<file path="src/rtl/upcnt_monitor_if.sv">
// upcnt_monitor_if: bus between the counter-side driver and the count monitor.
interface upcnt_monitor_if #(
  parameter int CW = 4,
  parameter int EW = 8
);
  logic          s_reset;
  logic [CW-1:0] count;
  logic          run;
  logic [CW-1:0] cmp_val;
  logic          clr_err;
  logic          wrap;
  logic          match;
  logic [EW-1:0] epoch;
  logic          err;
  logic          stall;
  modport master (output s_reset, count, run, cmp_val, clr_err, input wrap, match, epoch, err, stall);
  modport slave  (input s_reset, count, run, cmp_val, clr_err, output wrap, match, epoch, err, stall);
endinterface

</file>
<file path="src/rtl/upcnt_monitor.sv">
// upcnt_monitor: classifies counter transitions, pulses wrap/match, counts epochs; optional stall detect via UPCNT_MON_STALL_EN.
module upcnt_monitor #(
  parameter int CW        = 4,
  parameter int EW        = 8,
  parameter int STALL_LIM = 16
) (
  input logic            clk,
  input logic            a_reset,
  upcnt_monitor_if.slave bus
);
  typedef enum logic [1:0] {IDLE, TRACK, ERROR} state_t;
  localparam logic [CW-1:0] MAXC = {CW{1'b1}};
  localparam logic [EW-1:0] MAXE = {EW{1'b1}};
  state_t        r_state;
  logic [CW-1:0] r_prev;
  logic          r_wrap, r_match, r_err;
  logic [EW-1:0] r_epoch;
  logic          w_hold, w_step, w_wrap, w_zero, w_legal, w_stall;
  assign w_hold  = bus.count == r_prev;
  assign w_step  = (r_prev != MAXC) && (bus.count == r_prev + 1'b1);
  assign w_zero  = bus.count == '0;
  assign w_wrap  = (r_prev == MAXC) && w_zero;
  assign w_legal = w_hold || w_step || w_zero;
  // Transition tracker: s_reset beats clr_err, which only matters in ERROR.
  always_ff @(posedge clk or negedge a_reset) begin
    if (!a_reset) begin
      r_state <= IDLE;
      r_prev  <= '0;
      r_wrap  <= 1'b0;
      r_match <= 1'b0;
      r_err   <= 1'b0;
      r_epoch <= '0;
    end else if (bus.s_reset) begin
      r_state <= IDLE;
      r_prev  <= '0;
      r_wrap  <= 1'b0;
      r_match <= 1'b0;
      r_err   <= 1'b0;
      r_epoch <= '0;
    end else begin
      r_wrap  <= 1'b0;
      r_match <= 1'b0;
      case (r_state)
        IDLE: begin
          r_prev  <= bus.count;
          r_state <= TRACK;
        end
        TRACK: begin
          if (w_legal) begin
            r_prev  <= bus.count;
            r_wrap  <= w_wrap;
            r_match <= !w_hold && (bus.count == bus.cmp_val);
            r_epoch <= (w_wrap && r_epoch != MAXE) ? r_epoch + 1'b1 : r_epoch;
          end else begin
            r_err   <= 1'b1;
            r_state <= ERROR;
          end
        end
        ERROR: begin
          r_err   <= !bus.clr_err;
          r_state <= bus.clr_err ? IDLE : ERROR;
        end
        default: r_state <= IDLE;
      endcase
    end
  end
`ifdef UPCNT_MON_STALL_EN
  localparam int SW = $clog2(STALL_LIM + 1);
  logic [SW-1:0] r_scnt;
  logic          r_stall;
  // Counts consecutive running holds in TRACK; any change, run drop or state exit restarts it.
  always_ff @(posedge clk or negedge a_reset) begin
    if (!a_reset) begin
      r_scnt  <= '0;
      r_stall <= 1'b0;
    end else if (bus.s_reset || r_state != TRACK || !bus.run || !w_hold) begin
      r_scnt  <= '0;
      r_stall <= 1'b0;
    end else begin
      r_scnt  <= (r_scnt == SW'(STALL_LIM)) ? r_scnt : r_scnt + 1'b1;
      r_stall <= r_scnt >= SW'(STALL_LIM - 1);
    end
  end
  assign w_stall = r_stall;
`else
  assign w_stall = 1'b0;
`endif
  assign bus.wrap  = r_wrap;
  assign bus.match = r_match;
  assign bus.epoch = r_epoch;
  assign bus.err   = r_err;
  assign bus.stall = w_stall;
endmodule
</file>
<file path="src/flat_wrapper.sv">
// flat-port wrapper written by rule: the top's interface ports become plain ports
module upcnt_monitor_flat 
#(
  parameter int CW        = 4,
  parameter int EW        = 8,
  parameter int STALL_LIM = 16
)
  (clk, a_reset, bus_s_reset, bus_count, bus_run, bus_cmp_val, bus_clr_err, bus_wrap, bus_match, bus_epoch, bus_err, bus_stall);
  upcnt_monitor_if #(.CW(CW), .EW(EW)) bus_i ();
  input logic clk;
  input logic a_reset;
  input wire logic [$bits(bus_i.s_reset)-1:0] bus_s_reset;
  input wire logic [$bits(bus_i.count)-1:0] bus_count;
  input wire logic [$bits(bus_i.run)-1:0] bus_run;
  input wire logic [$bits(bus_i.cmp_val)-1:0] bus_cmp_val;
  input wire logic [$bits(bus_i.clr_err)-1:0] bus_clr_err;
  output wire logic [$bits(bus_i.wrap)-1:0] bus_wrap;
  output wire logic [$bits(bus_i.match)-1:0] bus_match;
  output wire logic [$bits(bus_i.epoch)-1:0] bus_epoch;
  output wire logic [$bits(bus_i.err)-1:0] bus_err;
  output wire logic [$bits(bus_i.stall)-1:0] bus_stall;
  assign bus_i.s_reset = bus_s_reset;
  assign bus_i.count = bus_count;
  assign bus_i.run = bus_run;
  assign bus_i.cmp_val = bus_cmp_val;
  assign bus_i.clr_err = bus_clr_err;
  assign bus_wrap = bus_i.wrap;
  assign bus_match = bus_i.match;
  assign bus_epoch = bus_i.epoch;
  assign bus_err = bus_i.err;
  assign bus_stall = bus_i.stall;
  upcnt_monitor #(.CW(CW), .EW(EW), .STALL_LIM(STALL_LIM)) u_core (.clk(clk), .a_reset(a_reset), .bus(bus_i));
endmodule
</file>
<file path="config.mk">
export PLATFORM = sky130hd
export DESIGN_NAME = upcnt_monitor_flat
export DESIGN_NICKNAME = d
export VERILOG_FILES = /design/src/rtl/upcnt_monitor_if.sv /design/src/rtl/upcnt_monitor.sv /design/src/flat_wrapper.sv
export SDC_FILE = /design/constraint.sdc
export NUM_CORES = 1
export LEC_CHECK = 0
export ABC_CLOCK_PERIOD_IN_PS = 4800
export CAP_MARGIN = 20
export CORE_MARGIN = 3
export CORE_UTILIZATION = 53
export CTS_CLUSTER_DIAMETER = 80
export DETAILED_ROUTE_END_ITERATION = 10
export PLACE_DENSITY = 0.95
export REMOVE_ABC_BUFFERS = 1
export SLEW_MARGIN = 20
export SYNTH_ARGS = -nofsm -noshare
export SYNTH_HDL_FRONTEND = slang
export SYNTH_SLANG_ARGS = --single-unit
</file>
<file path="constraint.sdc">
create_clock -name clk -period 4.8 [get_ports clk]
set_input_delay 0.96 -clock clk [delete_from_list [all_inputs] [get_ports clk]]
set_output_delay 0.96 -clock clk [all_outputs]
set_load 0.02 [all_outputs]
</file>
=== After elaboration in Yosys (flattened, before gate mapping) ===
Cells that the tools add are included.

* Register bits: 17
* Word-level logic and storage cells: 56

* Mux-type cells: 20
* Reduce and logical (&&, ||, !) cells: 18
* $add $sub $neg: 2
* Equal/unequal tests: 10

{| class="wikitable"
|+ Operator list
! operator !! count
|-
| two-way mux 8 bit || 4
|-
| == test 4 bit || 3
|-
| adder 8 x 1 -> 8 bit, second input constant || 1
|-
| two-way mux 1 bit || 8
|-
| two-way mux 4 bit || 2
|-
| inequality test 8 bit, second input constant || 1
|-
| one-hot mux 4 bit (2 select lines) || 1
|-
| two-way mux 2 bit || 3
|-
| one-hot mux 2 bit (3 select lines) || 1
|-
| nonzero test 2 bit || 3
|-
| nonzero test 3 bit || 2
|-
| adder 4 x 1 -> 4 bit, second input constant || 1
|-
| == test 4 bit, second input constant || 1
|-
| logical AND 1 bit || 4
|-
| zero test 4 bit || 1
|-
| inequality test 4 bit, second input constant || 1
|-
| AND reduction 2 bit || 2
|-
| inequality test 3 x 2 -> 1 bit, second input constant || 1
|-
| inequality test 3 bit, second input constant || 1
|-
| AND reduction 3 bit || 1
|-
| == test 2 x 1 -> 1 bit, second input constant || 1
|-
| == test 2 bit, second input constant || 1
|-
| zero test 1 bit || 2
|-
| zero test 2 bit || 1
|-
| other kinds (2) || 3
|}

=== Longest topological paths before layout ===
Gate-level depths: netlist of run 1.

* Word-level depth: 8
* Depth in mapped cells: 7
* Mapped depth without buffers: 6

=== Worst setup path after synthesis of run 1 ===
OpenSTA, ideal clock, no wires.

* Path type: in2reg
* From: input bus_count[2]
* To: register u_core.r_epoch[5] (netlist: u_core.bus.epoch[5])
* Setup slack: 1.974 ns
* Buffers on the path: 2
* Required time: 4.668 ns
* Arrival: 2.694 ns
* Cell stages on the path: 7
* Setup time: 0.132 ns
* Cells stage by stage: buf_2 or4_4 or4_4 buf_6 nor4_1 xnor2_1 nor2_1

* Word-level cells in the longest chain between the ends: 6
* Elaborated cells between the ends (all ways): 11

{| class="wikitable"
|+ Ends and longest elaborated chain
! item !! line !! source
|-
| start, declared || flat_wrapper.sv:13 || <nowiki>input wire logic [$bits(bus_i.count)-1:0] bus_count;</nowiki>
|-
| == test 4 bit || upcnt_monitor.sv:20 || <nowiki>assign w_step = (r_prev != MAXC) && (bus.count == r_prev + 1'b1);</nowiki>
|-
| logical AND 1 bit || upcnt_monitor.sv:20 ||
|-
| logical OR 1 bit (2 in a row) || upcnt_monitor.sv:23 || <nowiki>assign w_legal = w_hold || w_step || w_zero;</nowiki>
|-
| nonzero test 2 bit (no source line) || - ||
|-
| AND reduction 3 bit (no source line) * || - ||
|-
| end signal, assigned || upcnt_monitor.sv:53 || <nowiki>r_epoch <= (w_wrap && r_epoch != MAXE) ? r_epoch + 1'b1 : r_epoch;</nowiki>
|-
| end, declared || upcnt_monitor.sv:17 || <nowiki>logic [EW-1:0] r_epoch;</nowiki>
|}

Mark *: on every way between the ends. The rest lies on a longest branch, timed or not.
A chain may end at the register's enable or synchronous reset.

=== Worst setup path in the final report of run 1 ===
* From: input bus_count[1]
* To: register u_core.r_epoch[5] (netlist: u_core.bus.epoch[5])

The elaborated chain is that of the path after synthesis.

==> summary.md, run 1 <==
| Metric | Value |
|---|---|
| Post-DRT Antenna Nets | `0` |
| Clock power share | `0.191` |
| Slew @ Worst Pin | `just over 900 ps` |
| Worst clock skew | `6.081 ps` |
| DP Worst Slack | `between 1000 and 1500 ps` |
| DP Wirelength | `about 1900 um` |
| First-pass GRT wire length | `between 4000 and 5000 um` |
| Worst setup EP type | `flop` |
| # hold bufs at CTS | `0` |
| DRC | `0` |
| Maximum vdd drop | `roughly 0.00019 V` |
| Initial antenna violation count | `0` |
| Final setup viols | `0` |
| Data arrival, critical path | `around 3300 ps` |
| Max_cap viols | `0` |
| Combinational power share | `0.335` |
| Clk root buf | `clkbuf_4` |
| Final min period | `3090 ps` |
| Tcrit/Tclk final | `0.6437` |
| Setup_tns | `0 ps` |
| Die area | `0.002661 mm^2` |
| Die Width | `a little over 50 um` |
| Hold Fails Final Rpt | `0` |
| Vias | `~980` |
| Drt wl/cell | `15.47 um` |
| Sequential share of the synthesized area | `0.3864` |
| Worst hold start | `u_core.bus.epoch[4]` |
| Syn Area/Cell | `9.175 um^2` |
| R2r setup slk | `around 2400 ps` |
| Core footprint | `~0.0018 mm^2` |
| Vias in the first global route | `slightly above 900` |
| Net Sw Frac | `0.3704` |
| Most common cell after layout, fill and taps aside | `clkdlybuf4s50_1` |
| Clock slew at reported path FFs | `100 ps` |
| Reg2reg path depth | `6` |
| Rows | `15` |
| Postcts setup bufs | `0` |
| Die height | `~52 um` |
| # resized after CTS | `0` |
| Synth-to-layout area growth | `20.80%` |
| Clock Tree Buf Depth | `2` |
| Worst endpoint required time | `4970 ps` |
| Startpoint types | `input port` |
| Final Power | `~0.4 mW` |
| Worst hold path depth | `2` |
| TritonCTS clock tree | `built` |
| Critical path fanouts, max | `8` |
| RePlAce Congestion | `0.8852` |
| Syn Inst Count | `120` |
| Nets | `roughly 150` |
| GRT overflow | `0` |
| DRT iter0 DRCs | `39` |
| Cell Pwr Density | `302.1 mW/mm^2` |
| Hold crit path type | `reg2reg` |
| Mapped Area | `between 0.001 and 0.0015 mm^2` |
| Commonest cells after routing, fill and taps aside | `clkdlybuf4s50_1 (22), dfrtp_1 (17), xnor2_1 (16), nor2_1 (15), nand2_1 (11)` |
| Starting Density | `0.5986` |
| DRT Pass-1 Iters | `4` |
| Leakage | `0.5078 nW` |
| # diodes | `0` |
| R2R Path Start | `u_core.r_prev[0]` |
| Synthesis Warnings | `0` |
| Port bufs | `22` |
| PnR worst setup slack | `around 1700 ps` |
| Fraction of layout cells with a size suffix above 1 | `0.05797` |
| Register share of total power | `0.474` |
| RSZ-0062 raised after global routing | `no` |
| Relative slew slack | `0.3861` |
| P_int | `about 0.25 mW` |
| # H-tree levels | `1` |
| Largest net degree at the start of global routing | `18` |
| Clk sink count | `17` |
| Vias per cell | `6.018` |
| Max Freq | `roughly 320 MHz` |
| Later-pin clock latency in the skew report | `between 200 and 300 ps` |
| Net Sw Power | `0.1488 mW` |
| I/O pin count | `25` |
| GRT Total Usage | `0.2034` |
| Count of unique library cells instantiated by Yosys | `37` |
| RR Endpoint | `u_core.r_prev[1]` |
| WL final | `approximately 2500 um` |
| Count of state elements after synthesis | `17` |
| Final Slew Violations | `0` |
| Crit Path Class | `in2reg` |
| Worst Hold End | `u_core.bus.epoch[4]` |
| Status | `completed` |
| Num CTS Buffers | `3` |
critical path, cell delays in order:
cell             delay [ps]
clkdlybuf4s50_1         540
or4_4                   600
or4_4                   570
nor4_1                  340
xnor2_1                 180
nor2_1                   60
how the worst max path moves through the flow:
stage / cells after the start / from / to / slack, ps
final: 6 / bus_count[1] / u_core.bus.epoch[5] / 1710
after global routing: 6 / bus_count[1] / u_core.bus.epoch[6] / 1650
after CTS: 6 / bus_count[1] / u_core.bus.epoch[3] / 1720
after detailed placement: 6 / bus_count[1] / u_core.bus.epoch[3] / 1400
after global placement: 6 / bus_count[1] / u_core.bus.epoch[6] / 1460
after floorplan: 5 / bus_count[0] / u_core.bus.epoch[5] / 2150
cell usage after synthesis:
library cell  number  area [um^2]
dfrtp_1           17        425.4
xnor2_1           16        140.1
nor2_1            15        56.30
nand2_1           11        41.29
nand3_1            6        30.03
a22oi_1            4        30.03
clkbuf_1           4        15.01
o22ai_1            4        25.02
a221o_1            3        30.03
nor3_1             3        15.01
a21oi_1            2        10.01
buf_6              2        22.52
ha_1               2        25.02
nand4_1            2        12.51
nor4_1             2        12.51
nor4b_2            2        30.03
o21ai_0            2        10.01
or3_1              2        12.51
or4_4              2        22.52
xor2_1             2        17.52
a2111oi_0          1        8.760
a211o_1            1        8.760
a211oi_1           1        7.510
a31oi_1            1        6.260
and3b_1            1        8.760
and4_1             1        8.760
buf_2              1        5.000
buf_4              1        7.510
clkinv_1           1        3.750
conb_1             1        3.750
inv_1              1        3.750
nand2b_1           1        6.260
nor3b_1            1        7.510
nor4b_1            1        8.760
o21ai_1            1        5.000
o31a_1             1        8.760
o32ai_1            1        8.760
per-layer routing:
| metal | track usage | vias to the layer above | share of wire |
|---|---|---|---|
| li1 | - | 464 | - |
| met1 | 0.2436 | 474 | 0.43 |
| met2 | 0.3771 | 37 | 0.51 |
| met3 | 0.02865 | 6 | 0.056 |
| met4 | 0.05240 | 0 | 0.0099 |
| met5 | 0 | - | 0 |
power groups by stage:
stage	sequential (mW)	combinational, mW	clock, mW
global route	0.193	0.147	0.0860
floorplan	0.188	0.0872	0
finish	0.191	0.135	0.0766
global placement	0.191	0.125	0
detailed placement	0.191	0.133	0
CTS	0.189	0.135	0.0773
cell type report:
| class | count | area (um^2) |
|---|---|---|
| Multi-Input combinational cell | 93 | 618.1 |
| Clock buffer | 3 | 22.52 |
| Inverter | 2 | 7.507 |
| Clock inverter | 1 | 5.005 |
| Fill cell | 152 | 509.2 |
| Timing Repair Buffer | 22 | 220.2 |
| Sequential cell | 17 | 425.4 |
| Tap cell | 25 | 31.28 |
sequential cells by signal, indices dropped and copies added, names as in the netlist:
register / count
u_core.r_prev: 4
u_core.bus.match: 1
u_core.r_state: 2
u_core.bus.err: 1
u_core.bus.wrap: 1
u_core.bus.epoch: 8
metrics by stage:
stage	hold slack (ps)	area [um^2]	util	cells
2_1_floorplan	532.0	1051	-	112
5_1_grt	618.0	1330	0.7231	163
4_1_cts	590.1	1330	0.7231	163
3_3_place_gp	558.0	1303	0.7082	159
3_5_place_dp	561.7	1303	0.7082	159
6_report	583.9	1330	0.7231	163
cell families after synthesis:
kind of cell | synth area share
AOI/OAI and AO/OA | 0.1443
other | 0.003406
adders and majority gates | 0.02272
xor gates and xnor gates | 0.1432
DFF | 0.3864
and+or+nand+nor | 0.2477
buffers and inverters | 0.05226
Note: power is estimated with default switching activity, not from simulation.
==> run 2, diff against run 1 <==
--- a/config.mk
+++ b/config.mk
@@ -5,13 +5,13 @@
 export SDC_FILE = /design/constraint.sdc
 export NUM_CORES = 1
 export LEC_CHECK = 0
-export ABC_CLOCK_PERIOD_IN_PS = 4800
+export ABC_CLOCK_PERIOD_IN_PS = 3200
 export CAP_MARGIN = 20
 export CORE_MARGIN = 3
-export CORE_UTILIZATION = 53
+export CORE_UTILIZATION = 49
 export CTS_CLUSTER_DIAMETER = 80
 export DETAILED_ROUTE_END_ITERATION = 10
-export PLACE_DENSITY = 0.95
+export PLACE_DENSITY = 0.89
 export REMOVE_ABC_BUFFERS = 1
 export SLEW_MARGIN = 20
 export SYNTH_ARGS = -nofsm -noshare
==> constraint.sdc (replaced) <==
create_clock -name clk -period 3.2 [get_ports clk]
set_input_delay 0.64 -clock clk [delete_from_list [all_inputs] [get_ports clk]]
set_output_delay 0.64 -clock clk [all_outputs]
set_load 0.02 [all_outputs]
==> run 2 against run 1 <==
Net effect:
- critical path depth is the same
- clock power up 51%
- critical endpoint is now u_core.bus.epoch[6]
- cell area increased by 3.0%
==> summary.md, run 2 (synthesized netlist as in run 1, its figures left out) <==
| Metric | Value |
|---|---|
| Final min period | `2588 ps` |
| # hold bufs at CTS | `0` |
| Worst-path cell chain | `clkdlybuf4s50_1, or4_4, or4_4, nor4_1, xnor2_1, nor2_1` |
| CP max-delay cell | `or4_4` |
| Initial antenna violation count | `0` |
| TritonCTS clock tree | `built` |
| Filler cells | `about 190` |
| Leakage | `between 0.5 and 0.6 nW` |
| Rows | `16` |
| RePlAce Congestion | `between 0.8 and 0.9` |
| Port bufs | `22` |
| Worst endpoint required time | `about 3400 ps` |
| Hold Worst Slack | `583.4 ps` |
| I/O pin count | `25` |
| Largest net degree at the start of global routing | `18` |
| DRT Pass-1 Iters | `4` |
| Commonest cells after routing, fill and taps aside | `clkdlybuf4s50_1 (22), dfrtp_1 (17), xnor2_1 (16), nor2_1 (15), nand2_1 (11)` |
| Critical path fanouts, max | `8` |
| Die area | `0.002852 mm^2` |
| Clock Tree Buf Depth | `2` |
| Clk sink count | `17` |
| Relative slew slack | `0.3477` |
| Cell Pwr Density | `roughly 440 mW/mm^2` |
| # H-tree levels | `1` |
| Hold Fails Final Rpt | `0` |
| Hold crit path type | `reg2reg` |
| Worst setup EP type | `flop` |
| DRT iter0 DRCs | `just under 50` |
| Nets | `between 150 and 200` |
| DP Worst Slack | `just under 300 ps` |
| Vias in the first global route | `959` |
| Drt wl/cell | `14.39 um` |
| Starting Density | `0.5392` |
| Max reg flops | `8` |
| Vias per cell | `just under 6` |
| Core footprint | `0.002042 mm^2` |
| Status | `completed` |
| Num CTS Buffers | `3` |
| Setup_tns | `0 ps` |
| First-pass GRT wire length | `around 4000 um` |
| GRT overflow | `0` |
| Max_cap viols | `0` |
| Post-DRT Antenna Nets | `0` |
| Most common cell after layout, fill and taps aside | `clkdlybuf4s50_1` |
| Maximum vdd drop | `between 0.0002 and 0.00025 V` |
| Crit Path Class | `in2reg` |
| Fraction of layout cells with a size suffix above 1 | `0.09091` |
| Die height | `~53 um` |
| Worst clock skew | `between 5 and 6 ps` |
| Reg2reg path depth | `6` |
| GRT Total Usage | `0.1947` |
| Startpoint types | `input port` |
| Vias | `roughly 1.0k` |
| Worst hold path depth | `2` |
| WL final | `about 2400 um` |
| Buf+Inv Stages, Crit Path | `1` |
| Slew @ Worst Pin | `971.0 ps` |
| DRC | `0` |
| Synth-to-layout area growth | `24.43%` |
| Max incr delay on CP | `580 ps` |
| Postcts setup bufs | `0` |
| CP delay by family, top | `simple AND/OR/NAND/NOR gates` |
| Clock slew at reported path FFs | `100 ps` |
| DP Wirelength | `slightly below 2000 um` |
| Final setup viols | `0` |
| Data arrival, critical path | `around 2800 ps` |
| Cell count along the critical path | `6` |
| Clk root buf | `clkbuf_4` |
| RSZ-0062 raised after global routing | `no` |
| # diodes | `0` |
| # resized after CTS | `0` |
| PnR worst setup slack | `612.0 ps` |
| Later-pin clock latency in the skew report | `~300 ps` |
| Tcrit/Tclk final | `0.8087` |
| CP most frequent cell | `or4_4` |
| Die Width | `between 50 and 60 um` |
| Max Freq | `386.4 MHz` |
| Final Slew Violations | `0` |
[run 2: path summary, 6_finish.rpt]
| path | from | to | slack [ps] |
|---|---|---|---|
| setup reg to reg | u_core.r_prev[0] | u_core.r_prev[0] | 830 |
| setup / recovery | bus_count[0] | u_core.bus.epoch[6] | 610 |
| hold / removal | u_core.bus.epoch[4] | u_core.bus.epoch[4] | 580 |
| min in group asynchronous | a_reset | u_core.bus.epoch[5] | 770 |
| hold reg to reg | u_core.bus.epoch[4] | u_core.bus.epoch[4] | 580 |
| max in group asynchronous | a_reset | u_core.bus.match | 1960 |
[run 2: stage by stage]
step	total power, mW	area [um^2]	utilization	instances
final	0.6027	1370	0.6710	170
after global routing	0.6385	1370	0.6710	170
after CTS	0.6033	1370	0.6710	170
after detailed placement	0.4880	1343	0.6575	166
after global placement	0.4760	1343	0.6575	166
after floorplan	0.4133	1051	-	112
[run 2: worst reg2reg max path, stage by stage (launching register included)]
cell,delay (ps)
dfrtp_1,470
ha_1,290
and3b_1,170
or3_1,320
nand3_1,150
nor4b_1,650
a221o_1,280
[run 2: report_power, final]
part / total, mW / internal, mW / switching, mW
Combinational: 0.199 / 0.0970 / 0.102
Clock: 0.116 / 0.0466 / 0.0693
Sequential: 0.288 / 0.240 / 0.0480
Total: 0.603 / 0.383 / 0.219
[run 2: area by class of cell]
| class | instances | area (um^2) | area share |
|---|---|---|---|
| clock buffer | 3 | 22.52 | 0.01644 |
| multi-input combinational | 93 | 618.1 | 0.4511 |
| clock inverter | 1 | 5.005 | 0.003653 |
| tap | 27 | 33.78 | 0.02466 |
| sequential | 17 | 425.4 | 0.3105 |
| timing repair buffer | 27 | 257.7 | 0.1881 |
| inverter | 2 | 7.507 | 0.005479 |
[run 2: routing by layer]
layer | up-vias | track usage | part of all wire
met5 | - | 0 | 0
met4 | 0 | 0.1064 | 0.020
met1 | 477 | 0.2129 | 0.39
met2 | 40 | 0.3388 | 0.52
li1 | 480 | - | -
met3 | 4 | 0.04789 | 0.065
==> run 3, diff against run 2 <==
--- a/config.mk
+++ b/config.mk
@@ -5,7 +5,7 @@
 export SDC_FILE = /design/constraint.sdc
 export NUM_CORES = 1
 export LEC_CHECK = 0
-export ABC_CLOCK_PERIOD_IN_PS = 3200
+export ABC_CLOCK_PERIOD_IN_PS = 2400
 export CAP_MARGIN = 20
 export CORE_MARGIN = 3
 export CORE_UTILIZATION = 49
==> constraint.sdc (replaced) <==
create_clock -name clk -period 2.4 [get_ports clk]
set_input_delay 0.48 -clock clk [delete_from_list [all_inputs] [get_ports clk]]
set_output_delay 0.48 -clock clk [all_outputs]
set_load 0.02 [all_outputs]
==> run 3 against run 2 <==
Net effect:
- count of clock-buffer cells in the layout increased by 1
- via count increased by 3.5%
- wire length up 8.9%
- flip-flop and latch count unchanged
- largest power group unchanged
==> summary.md, run 3 (synthesized netlist as in run 1, its figures left out) <==
| Metric | Value |
|---|---|
| Status | `completed` |
| Most common cell after layout, fill and taps aside | `clkdlybuf4s50_1` |
| # diodes | `0` |
| CP max-delay cell | `or4_4` |
| Max Freq | `approximately 420 MHz` |
| Net Sw Power | `approximately 0.30 mW` |
| DRT Pass-1 Iters | `4` |
| WL final | `around 2700 um` |
| Synth-to-layout area growth | `32.16%` |
| Nets | `~170` |
| Hold Fails Final Rpt | `0` |
| DP Worst Slack | `-301.5 ps` |
| Die height | `roughly 53 um` |
| Die Width | `53.41 um` |
| Vias per cell | `between 5 and 6` |
| Final setup viols | `0` |
| Core footprint | `0.002042 mm^2` |
| Initial antenna violation count | `0` |
| Crit Path Class | `in2reg` |
| Final Power | `0.8420 mW` |
| Post-Layout Cell Count | `178` |
| Max_cap viols | `0` |
| PnR worst setup slack | `roughly 16 ps` |
| Net Sw Frac | `0.3517` |
| GRT Total Usage | `0.2248` |
| Commonest cells after routing, fill and taps aside | `clkdlybuf4s50_1 (22), dfrtp_1 (17), xnor2_1 (16), nor2_1 (15), buf_4 (13)` |
| RSZ-0062 raised after global routing | `yes` |
| Starting Density | `0.5392` |
| Register share of total power | `0.456` |
| Filler cells | `approximately 170` |
| Leakage | `~0.57 nW` |
| Maximum vdd drop | `between 0.0004 and 0.0005 V` |
| Final Slew Violations | `0` |
| Tcrit/Tclk final | `0.9932` |
| Worst setup EP type | `flop` |
| Relative slew slack | `0.4921` |
| Cell Pwr Density | `578.6 mW/mm^2` |
| Max reg flops | `8` |
| Startpoint types | `input port` |
| Drt wl/cell | `~15 um` |
| Worst endpoint required time | `~2600 ps` |
| RePlAce Congestion | `0.8869` |
| Clk sink count | `17` |
| Max incr delay on CP | `approximately 580 ps` |
| Critical path fanouts, max | `8` |
| Slew @ Worst Pin | `~760 ps` |
| Vias | `1036` |
| Clock power share | `0.177` |
| DP Wirelength | `around 2100 um` |
| Hold crit path type | `reg2reg` |
| DRC | `0` |
| Port bufs | `22` |
| DRT iter0 DRCs | `21` |
| Clock Tree Buf Depth | `2` |
| Worst clock skew | `roughly 9.6 ps` |
| TritonCTS clock tree | `built` |
| Worst-path cell chain | `clkdlybuf4s50_1, or4_4, or4_4, nor4b_2, xnor2_1, nor2_1` |
| Clk root buf | `clkbuf_4` |
| Num CTS Buffers | `3` |
| Rows | `16` |
| Post-DRT Antenna Nets | `0` |
| Postcts setup bufs | `0` |
| Die area | `between 0.002 and 0.003 mm^2` |
| Final min period | `approximately 2400 ps` |
| Combinational power share | `0.368` |
| Data arrival, critical path | `about 2600 ps` |
| Vias in the first global route | `~1.1k` |
| GRT overflow | `0` |
| Clock slew at reported path FFs | `~90 ps` |
| Fraction of layout cells with a size suffix above 1 | `0.1523` |
| First-pass GRT wire length | `~4600 um` |
| Largest net degree at the start of global routing | `18` |
| CP most frequent cell | `or4_4` |
| # H-tree levels | `1` |
| Placed Cells | `174` |
| P_int | `roughly 0.55 mW` |
| I/O pin count | `25` |
| Later-pin clock latency in the skew report | `290 ps` |
==> run 3: power groups by stage <==
stage	Sequential, mW	Combinational, mW	Clock [mW]
floorplan	0.377	0.174	0
global placement	0.383	0.292	0
detailed placement	0.386	0.309	0
CTS	0.382	0.307	0.153
global route	0.391	0.342	0.166
finish	0.384	0.310	0.149
==> run 3: routing by layer <==
| layer | part of all wire | routed length, um | global-route usage |
|---|---|---|---|
| met4 | 0.019 | 51 | 0.1191 |
| met3 | 0.056 | 148 | 0.03099 |
| met2 | 0.55 | 1453 | 0.4224 |
| met1 | 0.38 | 1013 | 0.2356 |
| met5 | 0 | 0 | 0 |
==> run 3: worst max-delay path: cells and delay by family <==
kind | cells | cell delay (ps)
xor gates and xnor gates | 1 | 150
buffers and inverters | 1 | 430
and+or+nand+nor | 4 | 1500
==> run 3: cell type report <==
| type | instances | area [um^2] | share of cell area |
|---|---|---|---|
| clock buffer | 4 | 26.28 | 0.01806 |
| inverter | 2 | 7.507 | 0.005159 |
| multi-input combinational | 93 | 644.4 | 0.4428 |
| sequential | 17 | 425.4 | 0.2923 |
| tap | 27 | 33.78 | 0.02322 |
| timing repair buffer | 35 | 317.8 | 0.2184 |
==> run 3: path summary, 6_finish.rpt <==
kind	cells after the start	end	from	slack, ps
worst max-delay path	6	u_core.bus.epoch[7]	bus_count[0]	20
worst min-delay path	2	u_core.bus.epoch[7]	u_core.bus.epoch[7]	580
worst max register to register	7	u_core.r_prev[3]	u_core.r_prev[1]	250
worst min register to register	2	u_core.bus.epoch[7]	u_core.bus.epoch[7]	580
max in group asynchronous	1	u_core.bus.epoch[1]	a_reset	1290
min in group asynchronous	1	u_core.r_state[1]	a_reset	630
==> run 3: what timing repair did <==
item,CTS,global route
setup endpoints to repair,1,3
cloned,0,0
resized for setup,0,4
hold buffers,0,0
==> run 3: through the flow <==
stage | area, um^2 | TNS [ps] | hold WS [ps] | util
3_3_place_gp | 1403 | -1495 | 554.9 | 0.6869
3_5_place_dp | 1403 | -1919 | 558.8 | 0.6869
5_1_grt | 1455 | -56.22 | 609.5 | 0.7126
6_report | 1455 | 0 | 578.8 | 0.7126
4_1_cts | 1429 | -3.106 | 582.2 | 0.6998
2_1_floorplan | 1051 | 0 | 184.4 | -
